===== src/rtl/vc_fifo_mem_if.sv =====
// Push/pop bus of the virtual-channel FIFO memory.
// The classifier/arbiter side drives through 'master'; the memory sits on 'slave'.
interface vc_fifo_mem_if #(
  parameter int DATA_SIZE = 10,
  parameter int NUM_VC    = 2,
  parameter int VC_W      = (NUM_VC > 1) ? $clog2(NUM_VC) : 1
);
  // push side
  logic                 push;
  logic [VC_W-1:0]      push_vc;
  logic [DATA_SIZE-1:0] data_in;
  // pop side
  logic                 pop;
  logic [VC_W-1:0]      pop_vc;
  logic [DATA_SIZE-1:0] data_out;
  logic                 valid_out;
  // per-VC status
  logic [NUM_VC-1:0]    full;
  logic [NUM_VC-1:0]    empty;
  logic [NUM_VC-1:0]    almost_full;
  logic [NUM_VC-1:0]    almost_empty;
  // sticky errors
  logic                 overflow_err;
  logic                 underflow_err;

  modport master (
    output push, push_vc, data_in, pop, pop_vc,
    input  data_out, valid_out, full, empty, almost_full, almost_empty,
           overflow_err, underflow_err
  );

  modport slave (
    input  push, push_vc, data_in, pop, pop_vc,
    output data_out, valid_out, full, empty, almost_full, almost_empty,
           overflow_err, underflow_err
  );
endinterface


===== src/rtl/vc_fifo_mem.sv =====
// Multi-VC circular FIFO memory: NUM_VC independent FIFOs of 2**ADDR_W words
// sharing one storage array addressed as {vc, ptr}, 1-cycle registered read.

// Per-VC pointer/occupancy tracker with flag decode.
module vc_fifo_ctl #(
  parameter int ADDR_W    = 2,
  parameter int AF_THRESH = 3,
  parameter int AE_THRESH = 1
) (
  input  logic              clk,
  input  logic              rst,
  input  logic              inc_i,
  input  logic              dec_i,
  output logic [ADDR_W-1:0] wr_ptr_o,
  output logic [ADDR_W-1:0] rd_ptr_o,
  output logic              full_o,
  output logic              empty_o,
  output logic              afull_o,
  output logic              aempty_o
);
  localparam int CNT_W = ADDR_W + 1;
  localparam int DEPTH = 1 << ADDR_W;

  logic [ADDR_W-1:0] wr_ptr_q, wr_ptr_d;
  logic [ADDR_W-1:0] rd_ptr_q, rd_ptr_d;
  logic [CNT_W-1:0]  cnt_q, cnt_d;

  // Next-state: pointers wrap naturally on ADDR_W bits; simultaneous
  // push+pop leaves the count alone.
  always_comb begin
    wr_ptr_d = wr_ptr_q;
    rd_ptr_d = rd_ptr_q;
    cnt_d    = cnt_q;
    if (inc_i) wr_ptr_d = wr_ptr_q + ADDR_W'(1);
    if (dec_i) rd_ptr_d = rd_ptr_q + ADDR_W'(1);
    case ({inc_i, dec_i})
      2'b10:   cnt_d = cnt_q + CNT_W'(1);
      2'b01:   cnt_d = cnt_q - CNT_W'(1);
      default: cnt_d = cnt_q;
    endcase
  end

  // State registers, cleared asynchronously.
  always_ff @(posedge clk or posedge rst) begin
    if (rst) begin
      wr_ptr_q <= '0;
      rd_ptr_q <= '0;
      cnt_q    <= '0;
    end else begin
      wr_ptr_q <= wr_ptr_d;
      rd_ptr_q <= rd_ptr_d;
      cnt_q    <= cnt_d;
    end
  end

  assign wr_ptr_o = wr_ptr_q;
  assign rd_ptr_o = rd_ptr_q;
  assign full_o   = (cnt_q == CNT_W'(DEPTH));
  assign empty_o  = (cnt_q == '0);
  assign afull_o  = (cnt_q >= CNT_W'(AF_THRESH));
  assign aempty_o = (cnt_q <= CNT_W'(AE_THRESH));
endmodule

module vc_fifo_mem #(
  parameter int DATA_SIZE = 10,
  parameter int ADDR_W    = 2,
  parameter int NUM_VC    = 2,
  parameter int AF_THRESH = 3,
  parameter int AE_THRESH = 1
) (
  input  logic         clk,
  input  logic         reset,
  vc_fifo_mem_if.slave bus
);
  localparam int VC_W  = (NUM_VC > 1) ? $clog2(NUM_VC) : 1;
  localparam int MEM_N = NUM_VC << ADDR_W;
  localparam int MA_W  = VC_W + ADDR_W;

  logic [NUM_VC-1:0][ADDR_W-1:0] wr_ptr, rd_ptr;
  logic [NUM_VC-1:0]             full_v, empty_v, afull_v, aempty_v;
  logic [NUM_VC-1:0]             inc_v, dec_v;

  logic push_vc_ok, pop_vc_ok;
  logic push_acc, pop_acc;
  logic [MA_W-1:0] wr_addr, rd_addr;

  logic [DATA_SIZE-1:0] mem_q [MEM_N];
  logic [DATA_SIZE-1:0] data_out_q;
  logic                 valid_q;
  logic                 ovf_q, unf_q;

  // Channel-number range check only exists when the VC field has spare codes.
  if ((1 << VC_W) == NUM_VC) begin : g_vc_pow2
    assign push_vc_ok = 1'b1;
    assign pop_vc_ok  = 1'b1;
  end else begin : g_vc_npow2
    assign push_vc_ok = (int'(bus.push_vc) < NUM_VC);
    assign pop_vc_ok  = (int'(bus.pop_vc)  < NUM_VC);
  end

  // Pop never bypasses a same-cycle push; a full VC takes a push only if it
  // is being drained by an accepted pop in the same cycle.
  assign pop_acc  = bus.pop && pop_vc_ok && !empty_v[bus.pop_vc];
  assign push_acc = bus.push && push_vc_ok &&
                    (!full_v[bus.push_vc] || (pop_acc && (bus.pop_vc == bus.push_vc)));

  assign wr_addr = {bus.push_vc, wr_ptr[bus.push_vc]};
  assign rd_addr = {bus.pop_vc,  rd_ptr[bus.pop_vc]};

  for (genvar v = 0; v < NUM_VC; v++) begin : g_vc
    assign inc_v[v] = push_acc && (bus.push_vc == VC_W'(v));
    assign dec_v[v] = pop_acc  && (bus.pop_vc  == VC_W'(v));

    vc_fifo_ctl #(
      .ADDR_W    (ADDR_W),
      .AF_THRESH (AF_THRESH),
      .AE_THRESH (AE_THRESH)
    ) u_ctl (
      .clk      (clk),
      .rst      (reset),
      .inc_i    (inc_v[v]),
      .dec_i    (dec_v[v]),
      .wr_ptr_o (wr_ptr[v]),
      .rd_ptr_o (rd_ptr[v]),
      .full_o   (full_v[v]),
      .empty_o  (empty_v[v]),
      .afull_o  (afull_v[v]),
      .aempty_o (aempty_v[v])
    );
  end

  // Storage write; contents survive reset. A full-VC push+pop reads the old
  // word at this edge while the new word lands in the same slot.
  always_ff @(posedge clk) begin
    if (push_acc) mem_q[wr_addr] <= bus.data_in;
  end

  // Registered read port: data holds between pops, valid pulses per pop.
  always_ff @(posedge clk or posedge reset) begin
    if (reset) begin
      data_out_q <= '0;
      valid_q    <= 1'b0;
    end else begin
      valid_q <= pop_acc;
      if (pop_acc) data_out_q <= mem_q[rd_addr];
    end
  end

  // Sticky error flags: any dropped push / rejected pop, cleared only by reset.
  always_ff @(posedge clk or posedge reset) begin
    if (reset) begin
      ovf_q <= 1'b0;
      unf_q <= 1'b0;
    end else begin
      ovf_q <= ovf_q | (bus.push && !push_acc);
      unf_q <= unf_q | (bus.pop  && !pop_acc);
    end
  end

  assign bus.data_out      = data_out_q;
  assign bus.valid_out     = valid_q;
  assign bus.full          = full_v;
  assign bus.empty         = empty_v;
  assign bus.almost_full   = afull_v;
  assign bus.almost_empty  = aempty_v;
  assign bus.overflow_err  = ovf_q;
  assign bus.underflow_err = unf_q;
endmodule

===== src/flat_wrapper.sv =====
// flat-port wrapper written by rule: the top's interface ports become plain ports
module vc_fifo_mem_flat 
#(
  parameter int DATA_SIZE = 10,
  parameter int ADDR_W    = 2,
  parameter int NUM_VC    = 2,
  parameter int AF_THRESH = 3,
  parameter int AE_THRESH = 1
)
  (clk, reset, bus_push, bus_push_vc, bus_data_in, bus_pop, bus_pop_vc, bus_data_out, bus_valid_out, bus_full, bus_empty, bus_almost_full, bus_almost_empty, bus_overflow_err, bus_underflow_err);
  vc_fifo_mem_if #(.DATA_SIZE(DATA_SIZE), .NUM_VC(NUM_VC)) bus_i ();
  input  logic clk;
  input  logic reset;
  input wire logic [$bits(bus_i.push)-1:0] bus_push;
  input wire logic [$bits(bus_i.push_vc)-1:0] bus_push_vc;
  input wire logic [$bits(bus_i.data_in)-1:0] bus_data_in;
  input wire logic [$bits(bus_i.pop)-1:0] bus_pop;
  input wire logic [$bits(bus_i.pop_vc)-1:0] bus_pop_vc;
  output wire logic [$bits(bus_i.data_out)-1:0] bus_data_out;
  output wire logic [$bits(bus_i.valid_out)-1:0] bus_valid_out;
  output wire logic [$bits(bus_i.full)-1:0] bus_full;
  output wire logic [$bits(bus_i.empty)-1:0] bus_empty;
  output wire logic [$bits(bus_i.almost_full)-1:0] bus_almost_full;
  output wire logic [$bits(bus_i.almost_empty)-1:0] bus_almost_empty;
  output wire logic [$bits(bus_i.overflow_err)-1:0] bus_overflow_err;
  output wire logic [$bits(bus_i.underflow_err)-1:0] bus_underflow_err;
  assign bus_i.push = bus_push;
  assign bus_i.push_vc = bus_push_vc;
  assign bus_i.data_in = bus_data_in;
  assign bus_i.pop = bus_pop;
  assign bus_i.pop_vc = bus_pop_vc;
  assign bus_data_out = bus_i.data_out;
  assign bus_valid_out = bus_i.valid_out;
  assign bus_full = bus_i.full;
  assign bus_empty = bus_i.empty;
  assign bus_almost_full = bus_i.almost_full;
  assign bus_almost_empty = bus_i.almost_empty;
  assign bus_overflow_err = bus_i.overflow_err;
  assign bus_underflow_err = bus_i.underflow_err;
  vc_fifo_mem #(.DATA_SIZE(DATA_SIZE), .ADDR_W(ADDR_W), .NUM_VC(NUM_VC), .AF_THRESH(AF_THRESH), .AE_THRESH(AE_THRESH)) u_core (.clk(clk), .reset(reset), .bus(bus_i));
endmodule

===== config.mk =====
export PLATFORM = sky130hd
export DESIGN_NAME = vc_fifo_mem_flat
export DESIGN_NICKNAME = d
export VERILOG_FILES = /design/src/rtl/vc_fifo_mem_if.sv /design/src/rtl/vc_fifo_mem.sv /design/src/flat_wrapper.sv
export SDC_FILE = /design/constraint.sdc
export NUM_CORES = 1
export LEC_CHECK = 0
export CAP_MARGIN = 25
export CORE_MARGIN = 5
export CORE_UTILIZATION = 25
export CTS_BUF_LIST = sky130_fd_sc_hd__clkbuf_2
export DETAILED_ROUTE_END_ITERATION = 8
export PLACE_DENSITY = 0.42
export RECOVER_POWER = 25
export SKIP_LAST_GASP = 1
export SYNTH_ARGS = -nofsm -noshare
export SYNTH_HDL_FRONTEND = slang
export SYNTH_SLANG_ARGS = --single-unit
export TNS_END_PERCENT = 5

===== constraint.sdc =====
create_clock -name clk -period 3.23 [get_ports clk]
set_input_delay 0.4845 -clock clk [delete_from_list [all_inputs] [get_ports clk]]
set_output_delay 0.4845 -clock clk [all_outputs]
set_load 0.03 [all_outputs]

---- Word-level counts from Yosys, hierarchy flattened ----
Memory sizes are Yosys's and may differ from the RTL's. A register that Yosys moved wholly into a read port is not among the register bits.
Cells that the tools add are included.
word-level totals
  bits in registers ....................... 17
  latch bits .............................. 0
  RAM bits ................................ 80
  ROM bits ................................ 0
  bits of input ports ..................... 16
  memories ................................ 1
memory list
  name          words  bits a word  read ports  clocked after memory_dff  write ports  RTL line           text
  u_core.mem_q  8      10           1           1                         1            vc_fifo_mem.sv:87  logic [DATA_SIZE-1:0] mem_q [MEM_N];
operators by class
  $add $sub $neg .......................... 8
  multiply operators ...................... 0
  divide/modulo/power cells ............... 0
  magnitude comparators ................... 6
  eq/ne operators ......................... 7
  shift-type cells ........................ 0
  muxes and demuxes ....................... 12
  bitwise logic cells ..................... 4
  reduce and logical (&&, ||, !) cells .... 18
operator list
  kind                   number
  $pmux W3 S2            2
  $logic_and A1 B1 Y1    9
  $add A2 B1 Y2 const B  4
  $mux W2                4
  $add A3 B1 Y3 const B  2
  $eq A3 B3 Y1 const B   2
  $ge A3 B2 Y1 const B   2
  $le A3 B1 Y1 const B   2
  $logic_not A3 Y1       2
  $mux W1                6
  $sub A3 B1 Y3 const B  2
  $eq A2 B1 Y1 const B   2
  $eq A2 B2 Y1 const B   2
  $logic_not A1 Y1       4
  $lt A1 B2 Y1 const B   2
  $reduce_bool A2 Y1     2
  $not A1 Y1             2
  $or A1 B1 Y1           2
  $eq A1 B1 Y1           1
  $logic_or A1 B1 Y1     1

---- Logic depth before layout (Yosys ltp) ----
Gate-level depths: netlist (run 1).
  word-level depth ........................ 11
  gate-level depth with buffers ........... 10

---- Modules after synthesis ----
A second synthesis (run 1) with hierarchy kept.
second synthesis, totals
  cells, all modules ...................... 260
  area total of the unflattened synthesis .. 4,351.7 um^2
by module, submodules not included
  module       instances  cells each  area an instance (um^2)  seq. area each (um^2)
  vc_fifo_mem  1          182         3,563.4                  2,727.6
  vc_fifo_ctl  2          39          394.1                    175.2

---- Worst setup path after synthesis (run 1) ----
No wires, ideal clock.
  path kind ............................... register -> register
  start ................................... register u_core.g_vc[1].u_ctl.cnt_q[0]
  end ..................................... memory u_core.mem_q[6][0], enable pin
  setup time .............................. 0.392 ns
  arrival ................................. 1.957 ns
  path slack .............................. 0.881 ns
  cell stages (with the launch flop) ...... 8
  buffers on the path ..................... 0
  path through ............................ dfrtp_1 > inv_1 > ha_1 > and2_1 > nand2_1 > and3_1 > inv_1 > nor3b_1
on the way
  elaborated cells between the ends (all ways) .. 14
RTL lines
  what                                         RTL line            text
  start: declaration                           vc_fifo_mem.sv:26   logic [CNT_W-1:0] cnt_q, cnt_d;
  start signal: assignment                     vc_fifo_mem.sv:52   cnt_q <= cnt_d;
  $eq A3 B3 Y1                                 vc_fifo_mem.sv:58   assign full_o = (cnt_q == CNT_W'(DEPTH));
  via u_core.g_vc[1].u_ctl.full_o              vc_fifo_mem.sv:16   output logic full_o,
  $mux W1 (not written as such) (2 in series)  vc_fifo_mem.sv:105  (!full_v[bus.push_vc] || (pop_acc && (bus.pop_vc == bus.push_vc)));
  $logic_not A1 Y1                             vc_fifo_mem.sv:105
  $logic_or A1 B1 Y1                           vc_fifo_mem.sv:105
  $logic_and A1 B1 Y1                          vc_fifo_mem.sv:104  assign push_acc = bus.push && push_vc_ok &&
  $mux W1                                      vc_fifo_mem.sv:135  if (push_acc) mem_q[wr_addr] <= bus.data_in;
  $mux W1 (not written as such)                vc_fifo_mem.sv:135
  end: declaration                             vc_fifo_mem.sv:87
The timed path passes the listed nets, and every way through them passes these cells. The select of a mux whose other input is x is not followed.

---- Final worst setup path (run 1) ----
  start ................................... register u_core.g_vc[0].u_ctl.cnt_q[0]
  end ..................................... output bus_empty[0]
on the way
  cells in the longest elaborated chain, start to end .. 1
ends and longest elaborated chain
  what                      RTL line            text
  start: declaration        vc_fifo_mem.sv:26
  start signal: assignment  vc_fifo_mem.sv:52
  $logic_not A3 Y1          vc_fifo_mem.sv:59   assign empty_o = (cnt_q == '0);
  end: declaration          flat_wrapper.sv:22  output wire logic [$bits(bus_i.empty)-1:0] bus_empty;
No other way between the ends.

==> summary by stage, run 1 <==
Clock network
Counting along the longest clock path gives a buffer depth of 2. The cell at the root of the clock tree is clkbuf_2. CTS built an H-tree with a depth of 3.

Clock tree synthesis inserted a total of 9 buffers. After clock tree synthesis, the repair step resized 0 gates. The number of setup buffers added after CTS is 0. The number of hold buffers added after CTS was 0.

The total clock sinks is around 110. The clock tree from TritonCTS is done. The source-to-sink clock delay at the later pin of the worst-skew pair is ~0.62 ns. The clock input transition at the sequential cells of the worst setup and hold paths is between 0.2 and 0.3 ns.

Place
The final weighted congestion in routability-driven placement is between 0.7 and 0.8. Timing analysis after detailed placement gives a worst setup slack of 0.5508 ns. The quantity of I/O buffers inserted on ports is 36.

Once placement finished, the instance area stood at 5394 µm². The post-DP HPWL is 7658 µm.

Yosys
The portion of the post-synthesis area used by sequential elements is about two thirds. The net count after synthesis is roughly 390. The post-synthesis instance total is 360. Each instance of the synthesized netlist takes up on average roughly 13 µm². The number of flops mapped to enable cells by yosys is 80. In the synthesized netlist the dominant register cell turns out to be edfxtp_1. The most used standard cell by instance count after synthesis is edfxtp_1.

Of the post-synthesis cell area, the dominant cell type holds between 50% and 60%. The number of synthesized register bits is roughly 110. The largest area contributor in the netlist is edfxtp_1. In the synthesized netlist the async set-or-reset flop fraction comes to around 25%. Ranked by total cell area, the synthesized netlist is headed by edfxtp_1, dfrtp_1, mux2i_1. By count the netlist is led by edfxtp_1, nand2_1, dfrtp_1. The netlist area before placement is 4737 µm². Yosys printed 0 warnings.

The number of distinct library cells after synthesis is 39.

Layout
The area growth from synthesis to final layout is 16.53%. The fraction of layout cells with a size suffix above 1 is 9.337%. The layout has approximately 1.9k filler cells. The number of nets in the layout is 430. The finished cells cover approximately 5500 µm².

Global route
The first global-routing pass estimated 17190 µm of wire. The global-route track usage on met3 is between 1.5 and 2%. The initial antenna violation count is 1.

For met1 alone, demand over resource in global routing was about 14%. The total overflow left after global routing is 0. Entering global routing, the biggest net connects 28 pins. Global routing consumed, on the met2 layer, about 17% of the routing resources. In the global route stage, overall resource usage came out at between 10% and 20%.

The via count of the first global-routing pass is around 2.8k. The layer carrying the most global-route usage is met2.

Worst setup path
Measured in cells, the most critical reg-to-reg path has a length of 7. Of all nets on the critical path, the largest fanout is 4. The critical path goes through inv_1 > ha_1 > nor2b_1 > clkdlybuf4s50_1. On the worst path, the slowest cell contributes a delay of 0.75 ns. The slowest stage of the critical path is the clkdlybuf4s50_1 cell. For the worst setup path, the data required time is roughly 2.8 ns. The critical path contains buffers and inverters numbering 2 combined. At the worst endpoint, the arrival time is 2.49 ns. The worst reg2reg path endpoint is u_core.mem_q[3][0]. In this run the critical register-to-register path is launched from u_core.g_vc[0].u_ctl.cnt_q[0]. Among cell families on the critical path, the largest total delay comes from buffers and inverters. The category of the most critical setup path is reg2out. The kind of start point of the critical path is a flip-flop. The category of the worst setup path capture point is a primary output. The worst register-to-register path has a setup slack of ~1.0 ns.

Timing
Timing would allow up to between 300 and 400 MHz. The slew at the pin closest to its max-slew limit is 1.698 ns. The count of pins over their slew limit is 28. Dividing the final minimum period by the clock period gives just over 90%. Measured against its own limit, the worst slew margin works out to -13.17%. Setup repair after global routing left no endpoint under its margin. The shortest period the worst path allows is 2.974 ns. Setup violations remaining at the end of the flow were counted as 0. The final critical-path setup slack is approximately 0.26 ns. In the final timing run, aggregate negative setup slack is 0 ns. On the final layout, the worst clock skew is between 0.03 and 0.04 ns. The final count of hold timing violations is 0.

Drt
The post-route antenna net violation count is 0. The per-cell via count in the routed design is around 4.6. The DRC marker count from the first detailed-route iteration is 192. The routed design has around 11000 µm of wire.

In the routed design, unresolved DRC markers number 0. Summing over every cut layer, the via total after detailed routing is 2943. The number of detailed-route iterations in the first pass is 6. In the final routed layout, each cell accounts on average for roughly 18 µm.

Run
The tool flagged a number of max-cap violations equal to 1.

Worst hold path
The startpoint of the most critical hold path is bus_push. The tightest min-delay check is of the in2reg type. Along the worst hold path, the cell count comes to 3. The destination of the worst hold path is u_core.bus.overflow_err.

Outcome
The final reports fail on capacitance limit, slew limit. The flow ran to the end, but the final reports show violations.

Die
The floorplan step set the die width to about 150 µm. During I/O placement, the number of pins put on the boundary was 37. The starting utilization of the core area is approximately a quarter.

The initialized floorplan defines 50 standard-cell rows. The die footprint is around 22000 µm². After floorplanning, the core was sized to cover approximately 19000 µm². The die extent in y is 147.7 µm.

Power
The static leakage power is approximately 2.0 nW. Power spread over the standard cell area amounts to around 830 nW/µm². VDD sags by at most roughly 0.16 mV.
## worst max path at each step
stage          depth (start not counted)  slack (ns)                 end                          start
2_1_floorplan                          7        0.88  u_core.mem_q[6][0]  u_core.g_vc[1].u_ctl.cnt_q[0]
3_3_place_gp                           6        0.56  u_core.mem_q[7][7]                     bus_pop_vc
3_5_place_dp                           6        0.55  u_core.mem_q[7][4]                     bus_pop_vc
4_1_cts                                4        0.12        bus_empty[0]  u_core.g_vc[0].u_ctl.cnt_q[0]
5_1_grt                                4        0.01        bus_empty[0]  u_core.g_vc[0].u_ctl.cnt_q[0]
6_report                               4        0.26        bus_empty[0]  u_core.g_vc[0].u_ctl.cnt_q[0]
## flip-flops by register name (all words and copies together) (netlist names)
| signal | count |
|---|---|
| u_core.bus.data_out | 10 |
| u_core.g_vc.u_ctl.rd_ptr_o | 4 |
| u_core.g_vc.u_ctl.cnt_q | 6 |
| u_core.g_vc.u_ctl.wr_ptr_o | 4 |
| u_core.bus.underflow_err | 1 |
| u_core.bus.overflow_err | 1 |
| u_core.mem_q | 80 |
| u_core.bus.valid_out | 1 |
## final cells by class
type | instances | area (µm²) | share of cell area, %
flip-flops and latches | 107 | 3078 | 55.76
multi-input cells | 215 | 1459 | 26.43
repair buffers | 54 | 504.2 | 9.134
well taps | 234 | 292.8 | 5.304
clock inverters | 7 | 82.58 | 1.496
inverters | 15 | 56.30 | 1.020
clock buffers | 9 | 45.04 | 0.8160
diodes | 1 | 2.502 | 0.04533
## per-layer routing
metal  vias to the layer above  wire (µm)
li1                       1398          -
met1                      1470       5502
met2                        60       5338
met3                        15        368
met4                         0        217
met5                         -          0
## logic make-up (layout without fill, tap and decap cells)
| logic type | count (synthesis) | count (layout) | synth area share [%] |
|---|---|---|---|
| mux | 24 | 24 | 5.177 |
| xor+xnor | 11 | 11 | 2.034 |
| other cells | 0 | 1 | 0 |
| fa+ha+maj | 12 | 12 | 3.169 |
| compound gates | 77 | 77 | 10.54 |
| flops | 107 | 107 | 64.98 |
| simple gates | 91 | 91 | 9.773 |
| buf+inv | 38 | 85 | 4.331 |
## through the flow
| stage | hold WS [ns] | utilization [%] | power (W) | cells |
|---|---|---|---|---|
| finish | 0.4908 | 29.51 | 0.004583 | 642 |
| global route | 0.4361 | 29.51 | 0.004859 | 642 |
| CTS | 0.1442 | 29.52 | 0.004655 | 641 |
| detailed placement | 0.4628 | 28.84 | 0.003964 | 625 |
| global placement | 0.4697 | 28.84 | 0.003944 | 625 |
| floorplan | 0.4493 | - | 0.003319 | 360 |
## layout by cell type, fill, tap and decap left out, types with 3 or more instances in the layout
master and n:
edfxtp_1 80, nand2_1 31, clkdlybuf4s50_1 28, dfrtp_1 27
o22ai_1 21, nor2b_1 20, mux2i_1 20, buf_4 16
inv_1 15, a21oi_1 14, ha_1 12, nor2_1 10
a22oi_1 10, nand3_1 10, a221o_1 10, xnor2_1 9
o21ai_0 9, clkbuf_2 9, o21ai_1 8, dlygate4sd3_1 8
and2b_1 5, mux2_2 3, nor3_1 3
## power breakdown
part           internal, W  switching [W]  leakage, nW
clock             0.000195       0.000482       0.0780
sequential         0.00175       0.000256         1.05
combinational     0.000804        0.00109        0.912
total              0.00275        0.00183         2.04
## worst reg2reg max path, cell delays in order, from the launching register on
cell,delay (ns)
dfrtp_1,0.48
inv_1,0.11
ha_1,0.21
nand2_1,0.14
o21ai_1,0.09
inv_1,0.06
nand2_1,0.09
nor2_1,0.71
Power figures use the tool's default switching activity.
==> inputs of run 2 (changes only) <==
RECOVER_POWER = default   (was 25)
SETUP_SLACK_MARGIN = 0.02   (was default)
==> run 2 against run 1 <==
  * The run now ends clean
  * Critical path depth stayed put
  * Flip-flop and latch count unchanged
  * Global-route usage unchanged
  * Total power is essentially flat
  * Register-to-register slack about the same
  * Fmax grew 0.98%
  * First-iteration DRC count rose by 2.1%
  * Highest routed layer unchanged
  * Via count is 0.71% lower
  * Clock skew decreased by 0.0041 ns
  * Die area stayed put
==> summary by stage, run 2 (synthesis results as in run 1) <==
Outcome
The flow ran to the end, and the final reports show no timing, DRC or antenna violations.

Drt
The per-cell via count in the routed design came to 4.551 (-0.71%). The DRC marker count from the first detailed-route iteration is 196 (+2.1%). The final routed wire length divided by cell count is 17.77 µm (-0.18%).

The total via count in the routed design is 2922 (-0.71%). The number of design rule violations left after detail routing is 0 (unchanged). The number of detailed-route iterations in the first pass is 4 (-2).

The post-route antenna net violation count is 0 (unchanged). The total routed wirelength came to 11410 µm (-0.18%).

Worst setup path
The capture point of the worst path is bus_empty[1]. The worst setup path is captured at a primary output. The maximum net fanout on the critical path is 5 (+1). The critical path in this run is classified as reg2out. In this run the critical register-to-register path is captured at u_core.mem_q[3][0]. The count of cells along the worst register-to-register path is 7 (unchanged). The register-to-register path setup slack was 1.03 ns (about the same). The worst path arrival time was 2.46 ns (-0.03 ns). In this run the critical register-to-register path is launched from u_core.g_vc[0].u_ctl.cnt_q[0].

The required time at the endpoint of the critical path is 2.75 ns (about the same). STA classifies the critical path startpoint as a flip-flop. In this run the worst setup path begins at u_core.g_vc[1].u_ctl.cnt_q[0].

Layout
The area of the multi-input gates is 1461 µm² (+0.17%). The area growth from synthesis to final layout is 16.67%. The area occupied by registers is 3078 µm² (unchanged).

The fraction of layout cells with a size suffix above 1 was 9.828% (+0.49 points). The library cells used most frequently in the layout, excluding fill and tap cells, are edfxtp_1, clkdlybuf4s50_1, nand2_1. The total of fill cells in the finished design is 1879 (-0.16%).

The flip-flop count of the largest register after layout came to 80 (unchanged). The number of nets in the layout came to 430 (unchanged). The core occupancy in the finished layout is 29.55% (+0.033 points). Ranked by flip-flop count, first place goes to u_core.mem_q. The library cell used most frequently in the layout, excluding fill and tap cells, is edfxtp_1.

Global route
The initial antenna violation count came to 1 (unchanged). The total congestion overflow was 0 (unchanged). The pin count of the biggest net entering global routing came to 28 (unchanged). The total global-route track usage was 10.59% (unchanged). The via count of the first global-routing pass is 2847 (unchanged). The global-route wire length before repair is 17190 µm (unchanged).

Die
The die extent in y was 147.7 µm (unchanged). The starting utilization of the core area was 25.32% (unchanged). The die footprint was 21800 µm² (unchanged). The placeable core area was 18710 µm² (unchanged). The placement row count was 50 (unchanged). The die span in x is 147.7 µm (unchanged).

The I/O pin count is 37 (unchanged).

Power
The proportion of power drawn by combinational gates is 41.5% (about the same). The internal power contribution came to 0.002755 W (+0.17%). The power density normalized to cell area is 829.5 nW/µm² (about the same). The part of the total power dissipated in the clock network is 14.8% (about the same). The switching portion of total power is 39.90% (-0.080 points). The sequential power share is 43.7% (about the same). The static leakage power is 2.039 nW (+0.11%). The net switching power is 0.001829 W (-0.16%). The worst IR drop on VDD is 0.1614 mV (about the same).

Clock network
The tree is rooted in a clkbuf_2. The total of hold buffers inserted after clock tree synthesis came to 0 (unchanged). The buffer depth of the longest clock path is 2 (unchanged). The total clock sinks came to 107 (unchanged). The clock input transition at the sequential cells of the worst setup and hold paths is 0.32 ns (+0.04 ns). The clock tree from TritonCTS is done.

The number of buffers inserted during clock tree synthesis was 9 (unchanged). The maximum level of the CTS H-tree was 3 (unchanged). The source-to-sink clock delay at the later pin of the worst-skew pair is 0.63 ns (about the same).

Timing
The total setup violations reported at the end of the flow is 0 (unchanged). The post-route fraction of the period consumed by the critical path was 91.16% (-0.89 points). Setup repair after global routing left no endpoint under its margin.

The summed negative setup slack over all endpoints came to 0 ns (unchanged). The worst slew slack as a fraction of its limit is 39.98% (+53 points). The maximum clock skew at final layout is 0.02747 ns (-0.004142 ns). The final count of hold timing violations is 0 (unchanged). The final critical-path setup slack was 0.2854 ns (+0.02887 ns). The count of pins over their slew limit was 0 (-100%).

The peak clock frequency supported by timing is 339.6 MHz (+0.98%). The shortest period the worst path allows was 2.945 ns (-0.02888 ns). The slew at the pin closest to its max-slew limit is 0.8969 ns (-0.8007 ns).

Place
The post-DP HPWL is 7658 µm (unchanged). The final weighted congestion in routability-driven placement is 0.7342 (unchanged). The worst slack at placement came to 0.5508 ns (unchanged). The quantity of I/O buffers inserted on ports was 36 (unchanged).

Worst hold path
The worst hold-check path type is in2async.

Run
The number of maximum-capacitance constraint violations is 0 (-1).
==> run 2: cell types whose count changed in the layout (fill, tap and decap cells not counted) <==
cell,delta
clkdlybuf4s50_1,+8
nor2b_1,-1
dlygate4sd3_1,-8
nor2b_2,+1
clkbuf_1,-1
buf_4,+1
==> run 2: routing by layer <==
metal  vias up  track usage (%)  wire (µm)
li1       1402                -          -
met1      1444            14.38       5401
met2        63            16.77       5357
met3        13            1.778        433
met4         0            4.520        214
met5         -                0          0
==> run 2: repair_timing <==
action	CTS	global route
gates resized for setup	0	1
setup endpoints to repair	0	1
buffers inserted	0	0
==> run 2: per-stage QoR <==
step | instance area, µm² | cells | total power (W) | hold slack [ns]
floorplan | 4737 | 360 | 0.003319 | 0.4493
global placement | 5394 | 625 | 0.003944 | 0.4697
detailed placement | 5394 | 625 | 0.003964 | 0.4628
CTS | 5522 | 641 | 0.004655 | 0.1442
global route | 5527 | 642 | 0.004865 | 0.1538
finish | 5527 | 642 | 0.004584 | 0.1923
==> run 2: worst min-delay path by stage <==
stage / startpoint / slack, ns / to
after floorplan: u_core.g_vc[0].u_ctl.rd_ptr_o[1] / 0.45 / u_core.g_vc[0].u_ctl.rd_ptr_o[1]
after global placement: u_core.bus.overflow_err / 0.47 / u_core.bus.overflow_err
after detailed placement: u_core.bus.overflow_err / 0.46 / u_core.bus.overflow_err
after CTS: reset / 0.14 / u_core.bus.data_out[0]
after global routing: reset / 0.15 / u_core.bus.data_out[0]
final: reset / 0.19 / u_core.bus.data_out[7]
==> run 2: cell type report <==
cell class | instances | area share, %
Antenna cell | 1 | 0.04528
Clock buffer | 9 | 0.8150
Clock inverter | 7 | 1.494
Inverter | 15 | 1.019
Multi-Input combinational cell | 215 | 26.44
Sequential cell | 107 | 55.69
Tap cell | 234 | 5.298
Timing Repair Buffer | 54 | 9.192
==> run 2: power groups by stage <==
| stage | sequential, W | combinational, W | clock (W) |
|---|---|---|---|
| floorplan | 0.00206 | 0.00126 | 0 |
| global placement | 0.00204 | 0.00191 | 0 |
| detailed placement | 0.00204 | 0.00193 | 0 |
| CTS | 0.00201 | 0.00193 | 0.000719 |
| global route | 0.00205 | 0.00206 | 0.000755 |
| finish | 0.00201 | 0.00190 | 0.000677 |
==> run 2: critical path: stages, from the launching register on <==
cell and delay, ns:
dfrtp_1 0.49, inv_1 0.12, ha_1 0.16, nor2b_1 0.34, clkdlybuf4s50_1 0.75
==> inputs of run 3 (changes only) <==
CORE_UTILIZATION = 60   (was 25)
PLACE_DENSITY = 0.83   (was 0.42)
SKIP_CTS_REPAIR_TIMING = 1   (was default)
SYNTH_HIERARCHICAL = 1   (was default)
==> run 3 against run 2 <==
  * Register-to-register slack lost 0.36 ns
  * First-iteration DRC count shrank 24%
  * Via count is 23% lower
  * Clock power decreased by 6.2%
  * Sequential power decreased by 4%
  * Critical path depth stayed put
  * Final area decreased by 9.4%
  * Clock-buffer cell count stayed put
  * Cell count shrank 36%
  * Area after synthesis shrank 8.1%
  * Fmax grew 9.1%
  * Largest cell class unchanged
  * Largest power group unchanged
==> summary by stage, run 3 <==
Yosys
The average cell area after synthesis is 16.74 µm² (+27%). The post-synthesis xor/xnor area fraction is 2.415% (+0.38 points). The main combinational cell family by area after synthesis is multiplexers.

The netlist area before placement is 4352 µm² (-8.1%). The share of the synthesized area in compound gates (AO/OA/AOI/OAI) is 5.635% (-4.9 points). The number of flops mapped to enable cells by yosys is 80 (unchanged). The flip-flop cell with the highest count after synthesis is edfxtp_1.

The most used standard cell by instance count after synthesis is edfxtp_1. The fraction of synthesis flops using an asynchronous set or reset pin is 25.23% (unchanged). The portion of netlist area occupied by mux cells came to 10.93% (+5.7 points).

The post-synthesis instance total is 260 (-28%). The post-synthesis share of cell area spent on and, or, nand and nor gates was 4.514% (-5.3 points). The number of synthesized register bits was 107 (unchanged). The net count after synthesis was 288 (-26%).

The number of synthesis warnings is 6 (+6). The largest area contributor in the netlist is edfxtp_1. After synthesis, the cell types taking the most area are edfxtp_1, dfrtp_1, mux2i_1. The area share of the largest cell type after synthesis is 55.20% (+4.5 points). The number of distinct library cells after synthesis is 36 (-7.7%). The portion of the post-synthesis area used by sequential elements is 70.73% (+5.8 points). The commonest cells after synthesis are edfxtp_1, dfrtp_1, mux2i_1. The adder-cell share of the synthesized area is 3.450% (+0.28 points).

Global route
The total global-route track usage is 18.55% (+8.0 points). The initial antenna violation count is 0 (-1). The pin count of the biggest net entering global routing was 22 (-21%). The via count of the first global-routing pass is 2281 (-20%).

The global-route wire length before repair is 11880 µm (-31%). The total congestion overflow is 0 (unchanged).

Timing
The peak clock frequency supported by timing is 370.3 MHz (+9.1%). The maximum clock skew at final layout is 0.01830 ns (-0.009175 ns). The post-route fraction of the period consumed by the critical path came to 83.60% (-7.6 points). The shortest period the worst path allows is 2.700 ns (-0.2444 ns). The total setup violations reported at the end of the flow is 0 (unchanged). The summed negative setup slack over all endpoints is 0 ns (unchanged). The hold slack was 0.1651 ns (-0.02719 ns).

The worst slew slack as a fraction of its limit is 57.28% (+17 points). The slew at the pin closest to its max-slew limit is 0.6409 ns (-0.2561 ns). The count of pins over their slew limit was 0 (unchanged). The final count of hold timing violations was 0 (unchanged). Setup repair after global routing left no endpoint under its margin. The final critical-path setup slack came to 0.5297 ns (+0.2444 ns).

Clock network
The source-to-sink clock delay at the later pin of the worst-skew pair is 0.56 ns (-0.07 ns). The buffer depth of the longest clock path is 2 (unchanged). The maximum level of the CTS H-tree is 3 (unchanged).

The total clock sinks came to 107 (unchanged). The number of buffers inserted during clock tree synthesis was 9 (unchanged). The clock input transition at the sequential cells of the worst setup and hold paths is 0.28 ns (-0.04 ns). The clock tree from TritonCTS is done.

The cell at the root of the clock tree is clkbuf_2.

Power
The proportion of power drawn by combinational gates is 39.4% (-2.1 points). The part of the total power dissipated in the clock network came to 15.1% (+0.3 points). The sequential power share is 45.6% (+1.9 points). The static leakage power is 1.881 nW (-7.8%). The switching portion of total power came to 35.72% (-4.2 points). The internal power contribution came to 0.002708 W (-1.7%). The power density normalized to cell area came to 841.8 nW/µm² (+1.5%). The net switching power is 0.001505 W (-18%). The worst IR drop on VDD was 0.5164 mV (+220%).

The power consumption was 0.004213 W (-8.1%).

Die
The die footprint is 9056 µm² (-58%). The I/O pin count is 37 (unchanged). The placement row count is 31 (-38%). The starting utilization of the core area is 60.65% (+35 points). The placeable core area is 7176 µm² (-62%). The die extent in y is 95.17 µm (-36%). The die span in x is 95.17 µm (-36%).

Place
The quantity of I/O buffers inserted on ports is 36 (unchanged). The area of placed instances was 4876 µm² (-9.6%). The worst slack at placement is 0.5476 ns (-0.003183 ns). The post-DP HPWL was 5140 µm (-33%). The final weighted congestion in routability-driven placement is 0.7666 (+4.4%).

Worst setup path
The required time at the endpoint of the critical path was 2.75 ns (about the same). The peak per-stage delay on the critical path is 0.69 ns (-0.06 ns). The critical path goes through inv_1 > ha_1 > and2_1 > clkdlybuf4s50_1. The critical path in this run is classified as reg2out. The category of the worst setup path capture point is a primary output. Grouping stages by cell kind, the critical path spends the most delay in buffers and inverters. The maximum net fanout on the critical path came to 4 (-1). The kind of start point of the critical path is a flip-flop. For this design, the slowest cell found on the critical path is clkdlybuf4s50_1. The worst path arrival time is 2.22 ns (-0.24 ns). The worst path buffer plus inverter count is 2 (unchanged).

Drt
The final routed wire length divided by cell count is 18.51 µm (+4.2%). The number of design rule violations left after detail routing is 0 (unchanged). The per-cell via count in the routed design was 5.473 (+20%). The DRC marker count from the first detailed-route iteration is 148 (-24%). The post-route antenna net violation count came to 0 (unchanged). The total via count in the routed design came to 2255 (-23%).

The total routed wirelength came to 7626 µm (-33%). The number of detailed-route iterations in the first pass was 5 (+1).

Layout
The post-layout instance area is 5005 µm² (-9.4%). The antenna diode instance count is 0 (-1). The most flop-heavy register is u_core/mem_q. Leaving out fill and tap cells, the most frequent cells in the layout are edfxtp_1, clkdlybuf4s50_1, dfrtp_1.

The total of fill cells in the finished design came to 483 (-74%). The fraction of layout cells with a size suffix above 1 came to 11.82% (+2.0 points). The number of nets in the layout is 336 (-22%). From synthesis to final layout, the design area changed by 15.01%.

The flip-flop count of the largest register after layout is 80 (unchanged). The most common library cell in the layout ignoring fill and taps is edfxtp_1.

Worst hold path
The path class of the tightest hold or removal check is in2async.

Outcome
The flow ran to the end, and the final reports show no timing, DRC or antenna violations.

Run
The number of maximum-capacitance constraint violations is 0 (unchanged).
run 3: final timing paths:
check | end | slack, ns | startpoint | depth (start not counted)
worst min register to register | u_core/g_vc[1].u_ctl/rd_ptr_o[1] | 0.51 | u_core/g_vc[1].u_ctl/rd_ptr_o[1] | 1
worst max-delay path | bus_full[1] | 0.53 | u_core/g_vc[1].u_ctl/cnt_q[0] | 4
max in group asynchronous | u_core/bus.data_out[6] | 2.52 | reset | 2
worst min-delay path | u_core/g_vc[0].u_ctl/rd_ptr_o[1] | 0.17 | reset | 2
min in group clk | u_core/g_vc[1].u_ctl/rd_ptr_o[1] | 0.51 | u_core/g_vc[1].u_ctl/rd_ptr_o[1] | 1
worst max register to register | u_core/mem_q[6][6] | 0.67 | u_core/g_vc[1].u_ctl/cnt_q[0] | 6
run 3: cell families (layout without fill, tap and decap cells):
kind of cell    count (synthesis)  after routing
mux                            33             33
fa+ha+maj                      12             12
compound gates                 35             35
flops                         107            107
simple gates                   37             37
xor+xnor                       12             12
buf+inv                        24             77
run 3: metal layers:
metal / vias to the layer above / wire [µm] / track usage [%] / part of all wire [%]
met1: 1121 / 3332 / 24.41 / 44
met5: - / 0 / 0 / 0
met4: 0 / 152 / 8.413 / 2.0
li1: 1088 / - / - / -
met2: 33 / 3929 / 30.61 / 52
met3: 13 / 211 / 2.841 / 2.8
run 3: worst register-to-register path, stage by stage (launching register included):
cell and delay (ns):
dfrtp_1 0.48, inv_1 0.11, ha_1 0.22, and2b_1 0.18
nand3b_1 0.19, a21oi_1 0.44, and3b_1 0.61
run 3: power groups by stage:
stage	logic [W]	registers (W)	clock network, W
4_1_cts	0.00168	0.00192	0.000651
5_1_grt	0.00179	0.00195	0.000710
2_1_floorplan	0.00101	0.00205	0
6_report	0.00166	0.00192	0.000635
3_3_place_gp	0.00163	0.00194	0
3_5_place_dp	0.00167	0.00195	0
run 3: final cells by class:
class	instances	area, µm²	share of cell area [%]
Clock inverter	7	83.83	1.675
Clock buffer	9	45.04	0.9000
Multi-Input combinational cell	129	1177	23.53
Tap cell	99	123.9	2.475
Sequential cell	107	3078	61.50
Timing Repair Buffer	44	432.9	8.650
Inverter	17	63.81	1.275
run 3: stage by stage:
stage               instances  utilization (%)
finish                    412            69.75
global route              412            69.75
CTS                       412            69.75
detailed placement        396            67.95
global placement          396            67.95
floorplan                 260                -
